==> src/rtl/audio_pkg.sv <==
// Shared types and constants for the audio volume stage.
// The sample and gain types describe the default 24-bit / 8-bit configuration.
package audio_pkg;

    localparam int DATA_WIDTH_DEF = 24;
    localparam int GAIN_WIDTH_DEF = 8;

    typedef logic signed [DATA_WIDTH_DEF-1:0] sample_t;
    typedef logic        [GAIN_WIDTH_DEF-1:0] gain_t;

    // Gain is Q1.7, so 128 is unity and the product is rescaled by 7 bits
    localparam gain_t   UNITY_GAIN = 8'd128;
    localparam int      GAIN_FRAC  = 7;
    localparam sample_t SAMPLE_MAX = 24'sh7FFFFF;
    localparam sample_t SAMPLE_MIN = 24'sh800000;

    typedef enum logic [1:0] {
        MUTED = 2'd0,
        IDLE  = 2'd1,
        UP    = 2'd2,
        DOWN  = 2'd3
    } ramp_state_t;

endpackage

==> src/rtl/audio_sat_mul.sv <==
// Combinational Q1.7 gain multiply for one channel: signed product, floor
// shift by the fraction width, then saturation to the sample range.
module audio_sat_mul
    import audio_pkg::*;
#(
    parameter int DATA_WIDTH = 24,
    parameter int GAIN_WIDTH = 8
) (
    input  logic signed [DATA_WIDTH-1:0] sample_in,
    input  logic        [GAIN_WIDTH-1:0] gain,
    output logic signed [DATA_WIDTH-1:0] result,
    output logic                         clip
);

    localparam int PW = DATA_WIDTH + GAIN_WIDTH + 1;

    localparam logic signed [PW-1:0] MAX_PW = {{(GAIN_WIDTH+2){1'b0}}, {(DATA_WIDTH-1){1'b1}}};
    localparam logic signed [PW-1:0] MIN_PW = {{(GAIN_WIDTH+2){1'b1}}, {(DATA_WIDTH-1){1'b0}}};
    localparam logic signed [DATA_WIDTH-1:0] RES_MAX = {1'b0, {(DATA_WIDTH-1){1'b1}}};
    localparam logic signed [DATA_WIDTH-1:0] RES_MIN = {1'b1, {(DATA_WIDTH-1){1'b0}}};

    logic signed [PW-1:0] sample_ext_s;
    logic signed [PW-1:0] gain_ext_s;
    logic signed [PW-1:0] prod_s;
    logic signed [PW-1:0] shifted_s;

    // Gain is unsigned, so it is zero-extended before the signed multiply
    assign sample_ext_s = {{(GAIN_WIDTH+1){sample_in[DATA_WIDTH-1]}}, sample_in};
    assign gain_ext_s   = {{(DATA_WIDTH+1){1'b0}}, gain};
    assign prod_s       = sample_ext_s * gain_ext_s;
    assign shifted_s    = prod_s >>> GAIN_FRAC;

    // Clamp the rescaled product into the representable sample range
    always_comb begin
        result = shifted_s[DATA_WIDTH-1:0];
        clip   = 1'b0;
        if (shifted_s > MAX_PW) begin
            result = RES_MAX;
            clip   = 1'b1;
        end else if (shifted_s < MIN_PW) begin
            result = RES_MIN;
            clip   = 1'b1;
        end else begin
            result = shifted_s[DATA_WIDTH-1:0];
            clip   = 1'b0;
        end
    end

endmodule

==> src/rtl/audio_volume_ramp.sv <==
// Stereo volume stage between the noise filter and the codec: the applied gain
// walks toward the (possibly muted) target one clamped step per sample strobe.
module audio_volume_ramp
    import audio_pkg::*;
#(
    parameter int DATA_WIDTH = 24,
    parameter int GAIN_WIDTH = 8,
    parameter int RAMP_STEP  = 1
) (
    input  logic                         clk,
    input  logic                         reset,
    input  logic                         read_ready,
    input  logic                         write_ready,
    input  logic signed [DATA_WIDTH-1:0] in_left,
    input  logic signed [DATA_WIDTH-1:0] in_right,
    input  logic        [GAIN_WIDTH-1:0] target_gain,
    input  logic                         mute,
    output logic signed [DATA_WIDTH-1:0] out_left,
    output logic signed [DATA_WIDTH-1:0] out_right,
    output logic        [GAIN_WIDTH-1:0] cur_gain,
    output logic                         ramping,
    output logic                         clip_left,
    output logic                         clip_right
);

    localparam logic [GAIN_WIDTH-1:0] STEP_G    = GAIN_WIDTH'(RAMP_STEP);
    localparam logic [GAIN_WIDTH-1:0] GAIN_ZERO = {GAIN_WIDTH{1'b0}};
    localparam logic [DATA_WIDTH-1:0] DATA_ZERO = {DATA_WIDTH{1'b0}};

    ramp_state_t                  state_q, state_d;
    logic        [GAIN_WIDTH-1:0] cur_gain_q, cur_gain_d;
    logic signed [DATA_WIDTH-1:0] out_left_q, out_left_d;
    logic signed [DATA_WIDTH-1:0] out_right_q, out_right_d;
    logic                         clip_left_q, clip_left_d;
    logic                         clip_right_q, clip_right_d;

    logic                         strobe_s;
    logic        [GAIN_WIDTH-1:0] eff_s;
    logic        [GAIN_WIDTH-1:0] up_gain_s;
    logic        [GAIN_WIDTH-1:0] down_gain_s;
    logic                         go_up_s;
    logic                         go_down_s;
    logic signed [DATA_WIDTH-1:0] mul_left_s, mul_right_s;
    logic                         mul_clip_left_s, mul_clip_right_s;

    // After a step, the state keeps moving unless the gain landed on the target
    function automatic ramp_state_t settle(input logic [GAIN_WIDTH-1:0] gain,
                                           input logic [GAIN_WIDTH-1:0] eff,
                                           input ramp_state_t           moving);
        ramp_state_t st;
        if (gain != eff) begin
            st = moving;
        end else if (eff == GAIN_ZERO) begin
            st = MUTED;
        end else begin
            st = IDLE;
        end
        return st;
    endfunction

    assign strobe_s = read_ready & write_ready;
    assign eff_s    = mute ? GAIN_ZERO : target_gain;

    // Steps clamp at the target, so the gain can neither overshoot nor wrap
    assign up_gain_s   = ((eff_s - cur_gain_q) <= STEP_G) ? eff_s : (cur_gain_q + STEP_G);
    assign down_gain_s = ((cur_gain_q - eff_s) <= STEP_G) ? eff_s : (cur_gain_q - STEP_G);

    audio_sat_mul #(
        .DATA_WIDTH (DATA_WIDTH),
        .GAIN_WIDTH (GAIN_WIDTH)
    ) u_mul_left (
        .sample_in (in_left),
        .gain      (cur_gain_q),
        .result    (mul_left_s),
        .clip      (mul_clip_left_s)
    );

    audio_sat_mul #(
        .DATA_WIDTH (DATA_WIDTH),
        .GAIN_WIDTH (GAIN_WIDTH)
    ) u_mul_right (
        .sample_in (in_right),
        .gain      (cur_gain_q),
        .result    (mul_right_s),
        .clip      (mul_clip_right_s)
    );

    // Ramp FSM: direction is re-evaluated against the effective target every strobe
    always_comb begin
        state_d    = state_q;
        cur_gain_d = cur_gain_q;
        go_up_s    = 1'b0;
        go_down_s  = 1'b0;
        case (state_q)
            UP: begin
                if (eff_s < cur_gain_q) begin
                    go_down_s = 1'b1;
                end else begin
                    go_up_s = 1'b1;
                end
            end
            DOWN: begin
                if (eff_s > cur_gain_q) begin
                    go_up_s = 1'b1;
                end else begin
                    go_down_s = 1'b1;
                end
            end
            MUTED, IDLE: begin
                if (eff_s > cur_gain_q) begin
                    go_up_s = 1'b1;
                end else if (eff_s < cur_gain_q) begin
                    go_down_s = 1'b1;
                end else begin
                    go_up_s = 1'b0;
                end
            end
            default: begin
                go_down_s = 1'b1;
            end
        endcase
        if (!strobe_s) begin
            state_d    = state_q;
            cur_gain_d = cur_gain_q;
        end else if (go_up_s) begin
            cur_gain_d = up_gain_s;
            state_d    = settle(up_gain_s, eff_s, UP);
        end else if (go_down_s) begin
            cur_gain_d = down_gain_s;
            state_d    = settle(down_gain_s, eff_s, DOWN);
        end else begin
            cur_gain_d = cur_gain_q;
            state_d    = settle(cur_gain_q, eff_s, DOWN);
        end
    end

    // Output samples and clip flags capture the gain applied before this strobe's update
    always_comb begin
        out_left_d   = out_left_q;
        out_right_d  = out_right_q;
        clip_left_d  = clip_left_q;
        clip_right_d = clip_right_q;
        if (strobe_s) begin
            out_left_d   = mul_left_s;
            out_right_d  = mul_right_s;
            clip_left_d  = mul_clip_left_s;
            clip_right_d = mul_clip_right_s;
        end else begin
            out_left_d   = out_left_q;
            out_right_d  = out_right_q;
            clip_left_d  = clip_left_q;
            clip_right_d = clip_right_q;
        end
    end

    // State and output registers; reset leaves the gain at zero for a soft start
    always_ff @(posedge clk or negedge reset) begin
        if (!reset) begin
            state_q      <= MUTED;
            cur_gain_q   <= GAIN_ZERO;
            out_left_q   <= DATA_ZERO;
            out_right_q  <= DATA_ZERO;
            clip_left_q  <= 1'b0;
            clip_right_q <= 1'b0;
        end else begin
            state_q      <= state_d;
            cur_gain_q   <= cur_gain_d;
            out_left_q   <= out_left_d;
            out_right_q  <= out_right_d;
            clip_left_q  <= clip_left_d;
            clip_right_q <= clip_right_d;
        end
    end

    assign out_left   = out_left_q;
    assign out_right  = out_right_q;
    assign cur_gain   = cur_gain_q;
    assign clip_left  = clip_left_q;
    assign clip_right = clip_right_q;
    assign ramping    = (state_q == UP) || (state_q == DOWN);

endmodule

==> config.mk <==
export PLATFORM = sky130hd
export DESIGN_NAME = audio_volume_ramp
export DESIGN_NICKNAME = d
export VERILOG_FILES = /design/src/rtl/audio_pkg.sv /design/src/rtl/audio_sat_mul.sv /design/src/rtl/audio_volume_ramp.sv
export SDC_FILE = /design/constraint.sdc
export NUM_CORES = 1
export LEC_CHECK = 0
export ABC_AREA = 0
export CAP_MARGIN = 20
export CORE_AREA = 8 8 317 242
export CTS_BUF_LIST = sky130_fd_sc_hd__clkbuf_2
export DETAILED_ROUTE_END_ITERATION = 6
export DIE_AREA = 0 0 325 250
export PLACE_DENSITY = 0.39
export SETUP_SLACK_MARGIN = 0.5
export SLEW_MARGIN = 10
export SYNTH_ARGS = -nofsm -noshare
export SYNTH_HDL_FRONTEND = slang
export SYNTH_SLANG_ARGS = --single-unit
==> constraint.sdc <==
create_clock -name clk -period 5.6 [get_ports clk]
set_input_delay 1.68 -clock clk [delete_from_list [all_inputs] [get_ports clk]]
set_output_delay 1.68 -clock clk [all_outputs]
set_load 0.01 [all_outputs]
==> Yosys cells after proc, flatten, opt, wreduce, memory -nomap -nowiden <==
Index checks and enable logic that the tools add are counted.
{ "op_classes": {"bitwise_logic": 1, "mul": 2, "n_lt_le_gt_ge": 8, "addsub": 4, "mux": 26, "n_reduce_logical": 7, "eq_ne": 6} }
{ "ops": {"columns": ["operator", "count"], "rows": [
  ["$mux W24", 4],
  ["$mul A24 B9 Y33", 2],
  ["$gt A26 B24 Y1 const B", 2],
  ["$lt A26 B24 Y1 const B", 2],
  ["$mux W8", 5],
  ["$ne A8 B8 Y1", 3],
  ["$le A8 B1 Y1 const B", 2],
  ["$sub A8 B8 Y8", 2],
  ["$mux W1", 10],
  ["$mux W2", 5],
  ["$add A8 B1 Y8 const B", 1],
  ["$gt A8 B8 Y1", 1],
  ["$logic_not A8 Y1", 1],
  ["$lt A8 B8 Y1", 1],
  ["$sub A8 B1 Y8 const B", 1],
  ["$eq A2 B2 Y1 const B", 2],
  ["$pmux W1 S3", 1],
  ["$reduce_or A3 Y1", 1],
  ["$eq A2 B1 Y1 const B", 1],
  ["$logic_not A2 Y1", 1],
  ["$pmux W1 S2", 1],
  ["$reduce_and A2 Y1", 1],
  ["$reduce_bool A2 Y1", 1],
  ["$reduce_or A2 Y1", 1],
  ["other kinds (2)", 2]
]} }
{ "word_totals": {"input_bits": 61, "ff_bits": 60, "output_inout_bits": 59, "wordCells": 60} }

==> Logic depth before layout (Yosys ltp) <==
{ "depth": {"ltp_word": 8, "depth_mapped": 24, "ltp_nobuf": 20} }

==> Cells and area by module <==
From an unflattened synthesis, not the netlist that was laid out.
{ "unflattened": {"cells_unflattened": 2034, "hier_area_um2": 17778.3} }
{ "modules_own_cells": {"columns": ["module", "area_each_um2", "seq_area_each_um2", "cells_each", "instances"], "rows": [
  ["audio_sat_mul (u_mul_left)", 7061.8, 0.0, 843, 1],
  ["audio_sat_mul (u_mul_right)", 6967.9, 0.0, 833, 1],
  ["audio_volume_ramp", 3748.6, 1501.4, 358, 1]
]} }

==> Least setup slack after synthesis <==
No wires, ideal clock.
{ "synth_timing": {"path_kind": "input to register", "startpoint": "in in_left[23]", "endpoint": "reg out_left_q[10], in the netlist out_left[10]", "path_stages": 20, "required_time_ps": 5477, "arrival_ps": 6665, "path_slack_ps": -1188, "n_path_buf": 2, "setup_time_ps": 123, "path_cell_list": "clkbuf_1 -> nand2_1 -> fa_1 -> fa_1 -> inv_1 -> fa_1 -> inv_1 -> fa_1 -> inv_1 -> ha_1 -> and2_1 -> nand3_1 -> nor4_1 -> o31ai_1 -> a31oi_1 -> nor3_4 -> xnor2_2 -> nand3_2 -> buf_4 -> o221a_1"} }
{ "synth_via": {"elab_chain_cells": 4, "elab_cells_between_ends": 5, "classes_between": "mul (1); order compare (2); mux (2)"} }
{ "synth_lines": {"columns": ["element", "line_no", "text"], "rows": [
  ["from (decl)", "audio_volume_ramp.sv:14", "input logic signed [DATA_WIDTH-1:0] in_left,"],
  ["$mul A24 B9 Y33 (*)", "audio_sat_mul.sv:30", "assign prod_s = sample_ext_s * gain_ext_s;"],
  ["$lt A26 B24 Y1", "audio_sat_mul.sv:40", "end else if (shifted_s < MIN_PW) begin"],
  ["$mux W24", "audio_sat_mul.sv:40", null],
  ["$mux W24 (*)", "audio_sat_mul.sv:37", "if (shifted_s > MAX_PW) begin"],
  ["to (signal assigned)", "audio_volume_ramp.sv:168", "out_left_q <= out_left_d;"],
  ["to (decl)", "audio_volume_ramp.sv:32", "logic signed [DATA_WIDTH-1:0] out_left_q, out_left_d;"]
]} }
Mark *: on every way between the ends. The rest lies on a longest branch, timed or not.
A chain may end at the register's enable or synchronous reset.

==> Worst setup path in the final report <==
{ "layout_timing": {"startpoint": "in in_right[21]", "endpoint": "reg out_right_q[14], in the netlist out_right[14]"} }
{ "layout_via": {"elab_chain_cells": 4, "elab_cells_between_ends": 5, "classes_between": "mul (1); order compare (2); mux (2)"} }
{ "layout_lines": {"columns": ["element", "line_no", "text"], "rows": [
  ["from (decl)", "audio_volume_ramp.sv:15", "input logic signed [DATA_WIDTH-1:0] in_right,"],
  ["$mul A24 B9 Y33 (*)", "audio_sat_mul.sv:30", null],
  ["$lt A26 B24 Y1", "audio_sat_mul.sv:40", null],
  ["$mux W24", "audio_sat_mul.sv:40", null],
  ["$mux W24 (*)", "audio_sat_mul.sv:37", null],
  ["to (signal assigned)", "audio_volume_ramp.sv:169", "out_right_q <= out_right_d;"],
  ["to (decl)", "audio_volume_ramp.sv:33", "logic signed [DATA_WIDTH-1:0] out_right_q, out_right_d;"]
]} }
Marked as above.

==> insert_results.sql <==
INSERT INTO impl_metrics (metric_group, metric, value, unit) VALUES
('floorplanning', 'design.die.area', '81300', 'µm²'),
('clock_tree', 'ctsHtreeMaxLevel', '3', ''),
('routing', 'totalWireLength', '52800', 'µm'),
('global_route', 'groute.layer.met1.usage', '0.202', ''),
('sta', 'period_minus_slack', '5.97', 'ns'),
('sta', 'timing.setup.tns', '-14.11', 'ns'),
('yosys', 'synth_cell_types', '81', ''),
('setup_path', 'cp_data_required_time', '6.18', 'ns'),
('global_route', 'antenna_found_initial', '6', ''),
('run_status', 'run_status', 'finished, violations left', ''),
('yosys', 'ys_top_cells_by_area', 'sky130_fd_sc_hd__fa_1 35%, sky130_fd_sc_hd__ha_1 10%, sky130_fd_sc_hd__inv_1 10%', ''),
('layout', 'area.growth.synth_to_final', '38.9', '%'),
('routing', 'drc', '0', ''),
('clock_tree', 'clk_latency', '0.71', 'ns'),
('floorplanning', 'start_util', '0.239', ''),
('yosys', 'ys_seq_elements', '60', ''),
('setup_path', 'path_class', 'in2reg', ''),
('layout', 'drive_gt1_frac', '0.267', ''),
('setup_path', 'crit_path_start_kind', 'primary input', ''),
('yosys', 'yosys-top-cells-count', '457 x sky130_fd_sc_hd__inv_1, 300 x sky130_fd_sc_hd__fa_1, 258 x sky130_fd_sc_hd__nand2_1, 189 x sky130_fd_sc_hd__and2_1, 141 x sky130_fd_sc_hd__ha_1', ''),
('floorplanning', 'die_height', '250', 'µm'),
('sta', 'worst_slew_margin_rel', '0.468', ''),
('sta', 'setup_viol', '48', ''),
('global_route', 'globalRoute.busiestLayer', 'met1', ''),
('floorplanning', 'core_area', '71400', 'µm²'),
('run', 'max_cap_viols', '0', ''),
('routing', 'antenna_nets_post_route', '0', ''),
('global_route', 'grt_use_total', '0.132', ''),
('routing', 'avgViaCountPerCell', '4.39', ''),
('routing', 'drt_iter0_drc', '624', ''),
('yosys', 'synth_enable_flop_cells', '0', ''),
('routing', 'vias', '14800', ''),
('global_route', 'grt_use_met3', '0.0171', ''),
('floorplanning', 'placement_rows', '85', ''),
('setup_path', 'critPathMaxFanout', '8', ''),
('global_route', 'grt_overflow_total', '0', ''),
('min_path', 'hold_path_class', 'reg2reg', ''),
('run_status', 'failed_checks', 'negative setup slack', ''),
('setup_path', 'critPathCaptureType', 'register', ''),
('yosys', 'average_cell_area_after_synthesis', '8.50', 'µm²'),
('yosys', 'synth.yosys.seq_area_share', '0.0880', ''),
('sta', 'slew_violations', '0', ''),
('yosys', 'synthesis.nets', '2510', ''),
('yosys', 'synthesis.yosys.warnings', '0', ''),
('yosys', 'summed_instance_area_of_the_synthesized_netlist', '17100', 'µm²'),
('clock_tree', 'clkTransAtPathRegs', '0.19', 'ns'),
('routing', 'detail_route.wl_per_cell', '15.6', 'µm'),
('setup_path', 'arrival_worst_endpoint', '6.55', 'ns'),
('yosys', 'leading_register_cell_type_out_of_synthesis', 'sky130_fd_sc_hd__dfrtp_1', ''),
('placement', 'detailedPlacementHpwl', '43800', 'µm'),
('sta', 'finalClockSkew', '0.0527', 'ns'),
('placement', 'placement.setup.worst_slack', '-1.87', 'ns'),
('clock_tree', 'cts_sinks', '60', ''),
('sta', 'max_slew.worst_pin.slew', '0.798', 'ns'),
('yosys', 'post_synth_inst_count', '2008', ''),
('placement', 'gp_congestion', '0.839', ''),
('global_route', 'wire_length_of_the_first_global_routing_pass', '87600', 'µm'),
('placement', 'io_buffer_count', '119', ''),
('clock_tree', 'number_of_cts_inserted_buffers', '9', ''),
('clock_tree', 'cts_tree', 'done', ''),
('global_route', 'first_global_vias', '15900', ''),
('sta', 'hold_violations', '0', ''),
('global_route', 'use_met2', '0.199', ''),
('yosys', 'synth_top_cell_area_share', '0.352', ''),
('sta', 'final_min_period_over_clock_period', '1.07', ''),
('layout', 'finish.net_count', '2913', ''),
('floorplanning', 'floorplan.die.width', '325', 'µm'),
('global_route', 'pin_count_of_the_biggest_net_entering_global_routing', '53', ''),
('clock_tree', 'cts-root-to-sink-buffers', '2', ''),
('clock_tree', 'cts_hold_repair.buffers', '0', ''),
('yosys', 'yosys.cell_count.top_type', 'sky130_fd_sc_hd__inv_1', ''),
('clock_tree', 'cts-root-buf', 'sky130_fd_sc_hd__clkbuf_2', ''),
('sta', 'max_freq', '0.167', 'GHz'),
('yosys', 'synth_largest_area_cell', 'sky130_fd_sc_hd__fa_1', ''),
('sta', 'hold-worst-slack', '0.514', 'ns'),
('sta', 'final.setup.worst_slack', '-0.371', 'ns'),
('sta', 'grt_setup_unrepaired', 'true', ''),
('yosys', 'postSynth.asyncResetShare', '1.00', ''),
('floorplanning', 'ios', '120', ''),
('routing', 'first_pass_iters', '5', '');
## critical path: stages
cell,delay (ns)
sky130_fd_sc_hd__clkdlybuf4s15_2,0.23
sky130_fd_sc_hd__buf_6,0.14
sky130_fd_sc_hd__nand2_1,0.07
sky130_fd_sc_hd__fa_1,0.52
sky130_fd_sc_hd__inv_1,0.06
sky130_fd_sc_hd__fa_1,0.50
sky130_fd_sc_hd__fa_1,0.55
sky130_fd_sc_hd__inv_1,0.05
sky130_fd_sc_hd__fa_1,0.48
sky130_fd_sc_hd__inv_1,0.06
sky130_fd_sc_hd__ha_4,0.23
sky130_fd_sc_hd__a21oi_4,0.16
sky130_fd_sc_hd__o21ai_2,0.09
sky130_fd_sc_hd__o41ai_4,0.40
sky130_fd_sc_hd__o32ai_4,0.18
sky130_fd_sc_hd__o32ai_2,0.28
sky130_fd_sc_hd__mux2i_1,0.25
sky130_fd_sc_hd__nand2_2,0.14
sky130_fd_sc_hd__buf_12,0.16
sky130_fd_sc_hd__buf_16,0.14
sky130_fd_sc_hd__a21oi_4,0.11
sky130_fd_sc_hd__o21ai_1,0.06
## what timing repair did
item,CTS,global route
pin swaps,160,79
setup endpoints to repair,50,50
hold endpoints to repair,0,0
buffers inserted,53,12
resized for setup,311,86
cloned,6,0
## cell usage in the layout, fill, tap and decap left out, types with 10 or more instances in the layout
| master | synthesis | final |
|---|---|---|
| sky130_fd_sc_hd__clkdlybuf4s15_2 | 0 | 10 |
| sky130_fd_sc_hd__o21ai_0 | 46 | 27 |
| sky130_fd_sc_hd__buf_2 | 6 | 12 |
| sky130_fd_sc_hd__buf_12 | 0 | 27 |
| sky130_fd_sc_hd__a21o_1 | 12 | 12 |
| sky130_fd_sc_hd__clkdlybuf4s50_1 | 0 | 71 |
| sky130_fd_sc_hd__and2_4 | 0 | 20 |
| sky130_fd_sc_hd__and2_1 | 189 | 169 |
| sky130_fd_sc_hd__nand2_2 | 1 | 22 |
| sky130_fd_sc_hd__o221a_1 | 15 | 15 |
| sky130_fd_sc_hd__xor2_1 | 23 | 23 |
| sky130_fd_sc_hd__clkbuf_2 | 0 | 15 |
| sky130_fd_sc_hd__nand2b_1 | 12 | 11 |
| sky130_fd_sc_hd__nor2_1 | 46 | 45 |
| sky130_fd_sc_hd__fa_2 | 0 | 18 |
| sky130_fd_sc_hd__a21oi_2 | 2 | 21 |
| sky130_fd_sc_hd__buf_6 | 2 | 45 |
| sky130_fd_sc_hd__inv_2 | 0 | 28 |
| sky130_fd_sc_hd__buf_4 | 1 | 277 |
| sky130_fd_sc_hd__ha_1 | 141 | 103 |
| sky130_fd_sc_hd__nor3_1 | 22 | 19 |
| sky130_fd_sc_hd__fa_1 | 300 | 282 |
| sky130_fd_sc_hd__inv_1 | 457 | 429 |
| sky130_fd_sc_hd__o21ai_1 | 13 | 26 |
| sky130_fd_sc_hd__dfrtp_1 | 60 | 53 |
| sky130_fd_sc_hd__nor2b_1 | 13 | 13 |
| sky130_fd_sc_hd__a21oi_1 | 64 | 35 |
| sky130_fd_sc_hd__o21a_1 | 12 | 12 |
| sky130_fd_sc_hd__nand2_1 | 258 | 227 |
| sky130_fd_sc_hd__o211ai_1 | 10 | 10 |
| sky130_fd_sc_hd__ha_4 | 0 | 33 |
| sky130_fd_sc_hd__nand4_1 | 12 | 12 |
| sky130_fd_sc_hd__a21oi_4 | 1 | 11 |
| sky130_fd_sc_hd__nand3_1 | 25 | 21 |
| sky130_fd_sc_hd__xnor2_1 | 48 | 48 |
## cell type report
class | count | area, µm²
Inverter | 458 | 1720
Clock buffer | 11 | 55.1
Tap cell | 957 | 1200
Sequential cell | 60 | 1510
Fill cell | 7556 | 47700
Timing Repair Buffer | 465 | 4300
Multi-Input combinational cell | 1417 | 14900
Clock inverter | 5 | 28.8
Antenna cell | 4 | 10.0
## final timing paths
check | startpoint | to | slack (ns) | depth (start not counted)
min in group asynchronous | reset | out_left[7]$_DFFE_PN0P_ | 1.00 | 1
worst max-delay path | in_right[21] | out_right[14]$_DFFE_PN0P_ | -0.37 | 22
worst min-delay path | out_right[5]$_DFFE_PN0P_ | out_right[5]$_DFFE_PN0P_ | 0.51 | 2
worst min register to register | out_right[5]$_DFFE_PN0P_ | out_right[5]$_DFFE_PN0P_ | 0.51 | 2
max in group asynchronous | reset | cur_gain[0]$_DFFE_PN0P_ | 3.57 | 2
worst max register to register | cur_gain[1]$_DFFE_PN0P_ | out_left[18]$_DFFE_PN0P_ | -0.09 | 25
## metrics by stage
step | area (µm²) | utilization | instances
3_5_place_dp | 22000 | 0.308 | 3286
6_report | 23700 | 0.332 | 3377
3_3_place_gp | 22000 | 0.308 | 3286
4_1_cts | 23400 | 0.328 | 3361
5_1_grt | 23700 | 0.332 | 3376
2_1_floorplan | 17600 | - | 2008
## registers in the layout, indices dropped and copies added (netlist names)
| register | count |
|---|---|
| clip_right | 1 |
| clip_left | 1 |
| cur_gain | 8 |
| out_left | 24 |
| state_q | 2 |
| out_right | 24 |
## cell families after synthesis
family,Yosys count,share of synthesized area
DFF,60,0.0880
AOI/OAI and AO/OA,271,0.112
buffers and inverters,532,0.119
adders and majority gates,441,0.455
xor gates and xnor gates,72,0.0374
muxes,5,0.00315
and+or+nand+nor,627,0.185
## per-layer routing
metal  vias to the layer above  share of wire
li1                       7071              -
met1                      7510           0.53
met2                       226           0.43
met3                        23          0.034
met4                         2         0.0083
met5                         -        0.00025
Power is not shown: default switching activity piles up to over one toggle a cycle in this logic, so the estimate is an artifact.
